`src/rtl/rf_writeback_queue.sv`:
```
// Register-file write front end: round-robin accepts results from NUM_SRC producers,
// queues them in an in-order FIFO, drains through the single write port, tracks pending regs.
module rf_writeback_queue #(
  parameter int unsigned DATA_WIDTH = 32,
  parameter int unsigned NUM_REGS   = 32,
  parameter int unsigned ADDR_WIDTH = $clog2(NUM_REGS),
  parameter int unsigned NUM_SRC    = 2,
  parameter int unsigned DEPTH      = 4
) (
  input  logic                                 clk,
  input  logic                                 rst,
  input  logic [NUM_SRC-1:0]                   src_valid,
  output logic [NUM_SRC-1:0]                   src_ready,
  input  logic [NUM_SRC-1:0][ADDR_WIDTH-1:0]   src_addr,
  input  logic [NUM_SRC-1:0][DATA_WIDTH-1:0]   src_data,
  input  logic                                 rf_stall,
  output logic                                 rf_write_enable,
  output logic [ADDR_WIDTH-1:0]                rf_write_addr,
  output logic [DATA_WIDTH-1:0]                rf_write_data,
  output logic [NUM_REGS-1:0]                  pending_mask,
  output logic [$clog2(DEPTH):0]               count,
  output logic                                 full,
  output logic                                 empty
);
  localparam int unsigned PW = $clog2(DEPTH);
  localparam int unsigned SW = (NUM_SRC > 1) ? $clog2(NUM_SRC) : 1;

  logic [PW-1:0]         r_rd_ptr;
  logic [PW-1:0]         r_wr_ptr;
  logic [PW:0]           r_count;
  logic [SW-1:0]         r_rr_ptr;
  logic [DEPTH-1:0]      r_valid;
  logic [ADDR_WIDTH-1:0] r_addr [DEPTH];
  logic [DATA_WIDTH-1:0] r_data [DEPTH];

  logic                  w_pop;
  logic                  w_space;
  logic                  w_found;
  logic                  w_xfer;
  logic                  w_push;
  logic [SW-1:0]         w_grant;
  logic [SW-1:0]         w_rr_next;
  logic [ADDR_WIDTH-1:0] w_push_addr;
  logic [DATA_WIDTH-1:0] w_push_data;

  assign empty           = (r_count == '0);
  assign full            = (r_count == (PW+1)'(DEPTH));
  assign count           = r_count;
  assign w_pop           = !empty && !rf_stall;
  assign rf_write_enable = w_pop;
  assign rf_write_addr   = empty ? '0 : r_addr[r_rd_ptr];
  assign rf_write_data   = empty ? '0 : r_data[r_rd_ptr];
  assign w_space         = !full || w_pop;

  // Two passes: indices at or above rr_ptr first, then the wrapped-around low indices.
  always_comb begin
    w_found = 1'b0;
    w_grant = '0;
    for (int unsigned i = 0; i < NUM_SRC; i++) begin
      if (!w_found && (i >= 32'(r_rr_ptr)) && src_valid[i]) begin
        w_found = 1'b1;
        w_grant = SW'(i);
      end
    end
    for (int unsigned i = 0; i < NUM_SRC; i++) begin
      if (!w_found && src_valid[i]) begin
        w_found = 1'b1;
        w_grant = SW'(i);
      end
    end
  end

  assign w_rr_next   = (32'(w_grant) == NUM_SRC - 1) ? '0 : w_grant + 1'b1;
  assign w_xfer      = w_found && w_space && !rst;
  assign w_push_addr = src_addr[w_grant];
  assign w_push_data = src_data[w_grant];
  // Register 0 is hardwired: handshake completes but nothing is queued.
  assign w_push      = w_xfer && (w_push_addr != '0);

  always_comb begin
    src_ready = '0;
    if (w_xfer) src_ready[w_grant] = 1'b1;
  end

  always_comb begin
    pending_mask = '0;
    for (int unsigned i = 0; i < DEPTH; i++) begin
      if (r_valid[i]) pending_mask[r_addr[i]] = 1'b1;
    end
    pending_mask[0] = 1'b0;
  end

  always_ff @(posedge clk or posedge rst) begin
    if (rst) begin
      r_rd_ptr <= '0;
      r_wr_ptr <= '0;
      r_count  <= '0;
      r_rr_ptr <= '0;
      r_valid  <= '0;
    end else begin
      if (w_pop) begin
        r_rd_ptr          <= r_rd_ptr + 1'b1;
        r_valid[r_rd_ptr] <= 1'b0;
      end
      // Set after clear so a push into the slot being popped (full FIFO) stays valid.
      if (w_push) begin
        r_wr_ptr          <= r_wr_ptr + 1'b1;
        r_valid[r_wr_ptr] <= 1'b1;
      end
      r_count <= r_count + (PW+1)'(w_push) - (PW+1)'(w_pop);
      if (w_xfer) r_rr_ptr <= w_rr_next;
    end
  end

  always_ff @(posedge clk) begin
    if (w_push) begin
      r_addr[r_wr_ptr] <= w_push_addr;
      r_data[r_wr_ptr] <= w_push_data;
    end
  end

endmodule

```
`config.mk`:
```
export PLATFORM = sky130hd
export DESIGN_NAME = rf_writeback_queue
export DESIGN_NICKNAME = d
export VERILOG_FILES = /design/src/rtl/rf_writeback_queue.sv
export SDC_FILE = /design/constraint.sdc
export NUM_CORES = 1
export LEC_CHECK = 0
export ABC_AREA = 1
export BUFFER_PORTS_ARGS = -buffer_cell sky130_fd_sc_hd__buf_2
export CORE_ASPECT_RATIO = 0.8
export CORE_MARGIN = 10
export CORE_UTILIZATION = 55
export DETAILED_ROUTE_END_ITERATION = 10
export MAX_ROUTING_LAYER = met4
export PLACE_DENSITY = 0.8
export SLEW_MARGIN = 20
export SYNTH_ARGS = -nofsm -noshare
export SYNTH_HDL_FRONTEND = slang
export SYNTH_SLANG_ARGS = --single-unit
```
`constraint.sdc`:
```
create_clock -name clk -period 5.14 [get_ports clk]
set_input_delay 1.028 -clock clk [delete_from_list [all_inputs] [get_ports clk]]
set_output_delay 1.028 -clock clk [all_outputs]
set_load 0.02 [all_outputs]
```
==> flow_results.xml <==
<?xml version="1.0" encoding="UTF-8"?>
<metrics>
  <group name="status">
    <metric name="outcome" unit="">complete, no violations</metric>
  </group>
  <group name="timing">
    <metric name="fin_skew" unit="ns">0.0176</metric>
    <metric name="fmax" unit="MHz">288</metric>
    <metric name="rsz0062_at_grt" unit="">no</metric>
    <metric name="report.final.slew_viol_count" unit="">0</metric>
    <metric name="finalCritPeriodShare" unit="">0.676</metric>
    <metric name="totalNegativeSetupSlack" unit="ns">0</metric>
    <metric name="finalWorstPathRequiredPeriod" unit="ns">3.48</metric>
    <metric name="setup_viol" unit="">0</metric>
    <metric name="max_slew.worst_pin.slew" unit="ns">1.01</metric>
    <metric name="relSlewSlack" unit="">0.323</metric>
    <metric name="finalHoldViolations" unit="">0</metric>
  </group>
  <group name="synthesis">
    <metric name="synth-edff-count" unit="">148</metric>
    <metric name="synthAdderAreaFrac" unit="">0.0184</metric>
    <metric name="syn_nets" unit="">891</metric>
    <metric name="synthesis.area_per_instance" unit="um^2">9.82</metric>
    <metric name="synth-async-reset-ratio" unit="">0.0750</metric>
    <metric name="yosys_most_used_dff" unit="">sky130_fd_sc_hd__edfxtp_1</metric>
    <metric name="post_synth_top_area_cell" unit="">sky130_fd_sc_hd__edfxtp_1</metric>
    <metric name="synth-warning-count" unit="">0</metric>
    <metric name="synthTopCellsByCount" unit="">148 x sky130_fd_sc_hd__edfxtp_1, 141 x sky130_fd_sc_hd__nor2_1, 130 x sky130_fd_sc_hd__nand2_1</metric>
    <metric name="synthXorXnorAreaFrac" unit="">0.00334</metric>
    <metric name="post_synth_num_cell_types" unit="">33</metric>
    <metric name="synth.mux.area_fraction" unit="">0</metric>
    <metric name="synthTopCellsByArea" unit="">sky130_fd_sc_hd__edfxtp_1 56%, sky130_fd_sc_hd__nor2_1 6.7%, sky130_fd_sc_hd__nand2_1 6.2%</metric>
    <metric name="postSynthRegisterBits" unit="">160</metric>
    <metric name="synth.top_cell.area_share" unit="">0.565</metric>
    <metric name="synth_compound_area_frac" unit="">0.145</metric>
    <metric name="synth_most_common_cell" unit="">sky130_fd_sc_hd__edfxtp_1</metric>
    <metric name="area_of_the_mapped_netlist" unit="mm^2">0.00787</metric>
    <metric name="ys_seq_area_frac" unit="">0.603</metric>
    <metric name="synth-simple-area-share" unit="">0.176</metric>
    <metric name="post_synth_inst_count" unit="">801</metric>
    <metric name="synth_top_family_by_area" unit="">simple AND/OR/NAND/NOR gates</metric>
  </group>
  <group name="global_routing">
    <metric name="largest_net_degree_at_the_start_of_global_routing" unit="">80</metric>
    <metric name="first_global_vias" unit="">6215</metric>
    <metric name="antenna_found_initial" unit="">0</metric>
    <metric name="grt_use_total" unit="">0.204</metric>
    <metric name="wire_length_of_the_first_global_routing_pass" unit="um">31600</metric>
    <metric name="grt_overflow_total" unit="">0</metric>
  </group>
  <group name="pwr">
    <metric name="cellPowerDensity" unit="mW/mm^2">546</metric>
    <metric name="post-layout-total-power" unit="mW">5.10</metric>
    <metric name="power_leakage" unit="nW">3.96</metric>
    <metric name="worst_ir_drop_vdd" unit="V">0.000362</metric>
  </group>
  <group name="clock_network">
    <metric name="cts_hold_buffers" unit="">0</metric>
    <metric name="number_of_clock_sinks" unit="">160</metric>
    <metric name="clk_latency" unit="ns">0.43</metric>
    <metric name="cts.repair.resized" unit="">0</metric>
    <metric name="clock_tree.root_cell" unit="">sky130_fd_sc_hd__clkbuf_16</metric>
    <metric name="cts_inserted_buffers" unit="">17</metric>
    <metric name="tritoncts_clock_tree" unit="">yes</metric>
    <metric name="cts.repair_timing.setup_buffer_count" unit="">0</metric>
    <metric name="clockBufferDepth" unit="">2</metric>
    <metric name="clk_pin_slew_worst_paths" unit="ns">0.07</metric>
    <metric name="htreeDepth" unit="">4</metric>
  </group>
  <group name="floorplanning">
    <metric name="start_util" unit="">0.556</metric>
    <metric name="io_pins" unit="">156</metric>
    <metric name="die_height" unit="um">127</metric>
    <metric name="fp.dieArea" unit="mm^2">0.0195</metric>
    <metric name="dieWidth" unit="um">154</metric>
    <metric name="fp.coreArea" unit="mm^2">0.0142</metric>
    <metric name="floorplan.rows" unit="">39</metric>
  </group>
  <group name="flow_run">
    <metric name="max-cap-violations" unit="">0</metric>
  </group>
  <group name="finish">
    <metric name="layout_net_count" unit="">1037</metric>
    <metric name="antenna_cells_inserted" unit="">0</metric>
    <metric name="drive_above_1_share" unit="">0.222</metric>
    <metric name="post-route-util" unit="">0.660</metric>
    <metric name="syn_to_final_growth" unit="%">18.7</metric>
  </group>
  <group name="drt">
    <metric name="dr_vias" unit="">6424</metric>
    <metric name="wl_per_cell" unit="um">17.3</metric>
    <metric name="post_drt_via_cell_ratio" unit="">5.62</metric>
    <metric name="route.final.wire_length" unit="um">19800</metric>
    <metric name="post-route-drc-count" unit="">0</metric>
    <metric name="drt_iter0_drc" unit="">735</metric>
    <metric name="detail_route.first_pass.iterations" unit="">5</metric>
    <metric name="postRouteAntennaNets" unit="">0</metric>
  </group>
  <group name="placed_design">
    <metric name="post-dp-hpwl" unit="um">13200</metric>
    <metric name="portBuffers" unit="">154</metric>
    <metric name="place_congestion" unit="">0.945</metric>
  </group>
  <group name="hold_path">
    <metric name="min-delay-path-class" unit="">reg2reg</metric>
  </group>
  <group name="setup_path">
    <metric name="crit_arrival" unit="ns">2.45</metric>
    <metric name="worst-setup-path-type" unit="">reg2out</metric>
    <metric name="crit_path_end_kind" unit="">output pin</metric>
    <metric name="worst_path_maximum_fanout" unit="">74</metric>
    <metric name="worst-endpoint-required" unit="ns">4.11</metric>
    <metric name="timing.critical_path.from_type" unit="">flop</metric>
  </group>
</metrics>
[kinds of logic (layout without fill, tap and decap cells)]
family | after synthesis | after routing
buffers and inverters | 103 | 262
xor gates and xnor gates | 3 | 3
other | 1 | 1
AOI/OAI and AO/OA | 187 | 187
DFF | 160 | 160
and+or+nand+nor | 336 | 336
adders and majority gates | 11 | 11
[cell usage in the layout, fill, tap and decap left out, drive strengths merged, types with 3 or more instances in the layout]
cell,netlist,layout
a21oi,52,52
a22oi,17,17
buf,20,163
clkbuf,16,17
clkinv,0,4
clkinvlp,0,5
dfrtp,12,12
edfxtp,148,148
ha,10,10
inv,67,73
nand2,134,134
nand3,55,55
nand3b,3,3
nor2,142,142
o21ai,77,77
o221ai,30,30
o22a,7,7
[critical path, stage by stage, from the launching register on]
cell                       delay, ns
sky130_fd_sc_hd__dfrtp_2        0.37
sky130_fd_sc_hd__clkinv_2       0.66
sky130_fd_sc_hd__a21oi_1        0.35
sky130_fd_sc_hd__o21ai_0        0.11
sky130_fd_sc_hd__a21oi_1        0.24
sky130_fd_sc_hd__buf_2          0.21
[layout make-up]
class                           instances  area [um^2]
Fill cell                            1079         4810
Sequential cell                       160         4750
Multi-Input combinational cell        538         2700
Timing Repair Buffer                  163          838
Clock buffer                           17          425
Inverter                               67          253
Tap cell                              184          230
Clock inverter                         15          143
[state kept, by name, indices dropped and copies added, names as in the netlist]
name      count
count         3
r_addr       20
r_data      128
r_rd_ptr      2
r_rr_ptr      1
r_valid       4
r_wr_ptr      2
[layer usage]
layer,GRT usage,vias to the layer above,wire (um)
li1,-,3108,-
met1,0.267,3017,8810
met2,0.316,280,9430
met3,0.0396,19,1340
met4,0.0621,0,250
met5,-,-,0
[worst paths after layout]
path / cells after the start / slack (ns) / endpoint / startpoint
max: 5 / 1.66 / rf_write_addr[4] / r_rd_ptr[0]
max reg2reg: 11 / 2.25 / r_data[3][11] / r_rr_ptr
min reg2reg: 2 / 0.54 / r_wr_ptr[1] / r_wr_ptr[1]
min in group asynchronous: 2 / 0.60 / r_wr_ptr[1] / rst
min: 2 / 0.54 / r_wr_ptr[1] / r_wr_ptr[1]
max in group asynchronous: 2 / 4.20 / r_rd_ptr[0] / rst
[metrics by stage]
stage                     cell area, um^2  cells  setup WS [ns]  hold slack, ns
final                                9340   1144           1.66           0.541
after global routing                 9340   1144           1.47           0.586
after CTS                            9340   1144           1.65           0.539
after detailed placement             8770   1112           1.56           0.522
after global placement               8770   1112           1.56           0.511
after floorplan                      7870    801           2.21           0.490
[power by group]
part	internal (mW)	switching (mW)	leakage, nW	total [mW]
logic	0.613	1.50	2.20	2.11
registers	1.69	0.109	1.50	1.80
clock network	0.641	0.553	0.264	1.19
(Power assumes the default switching activity.)
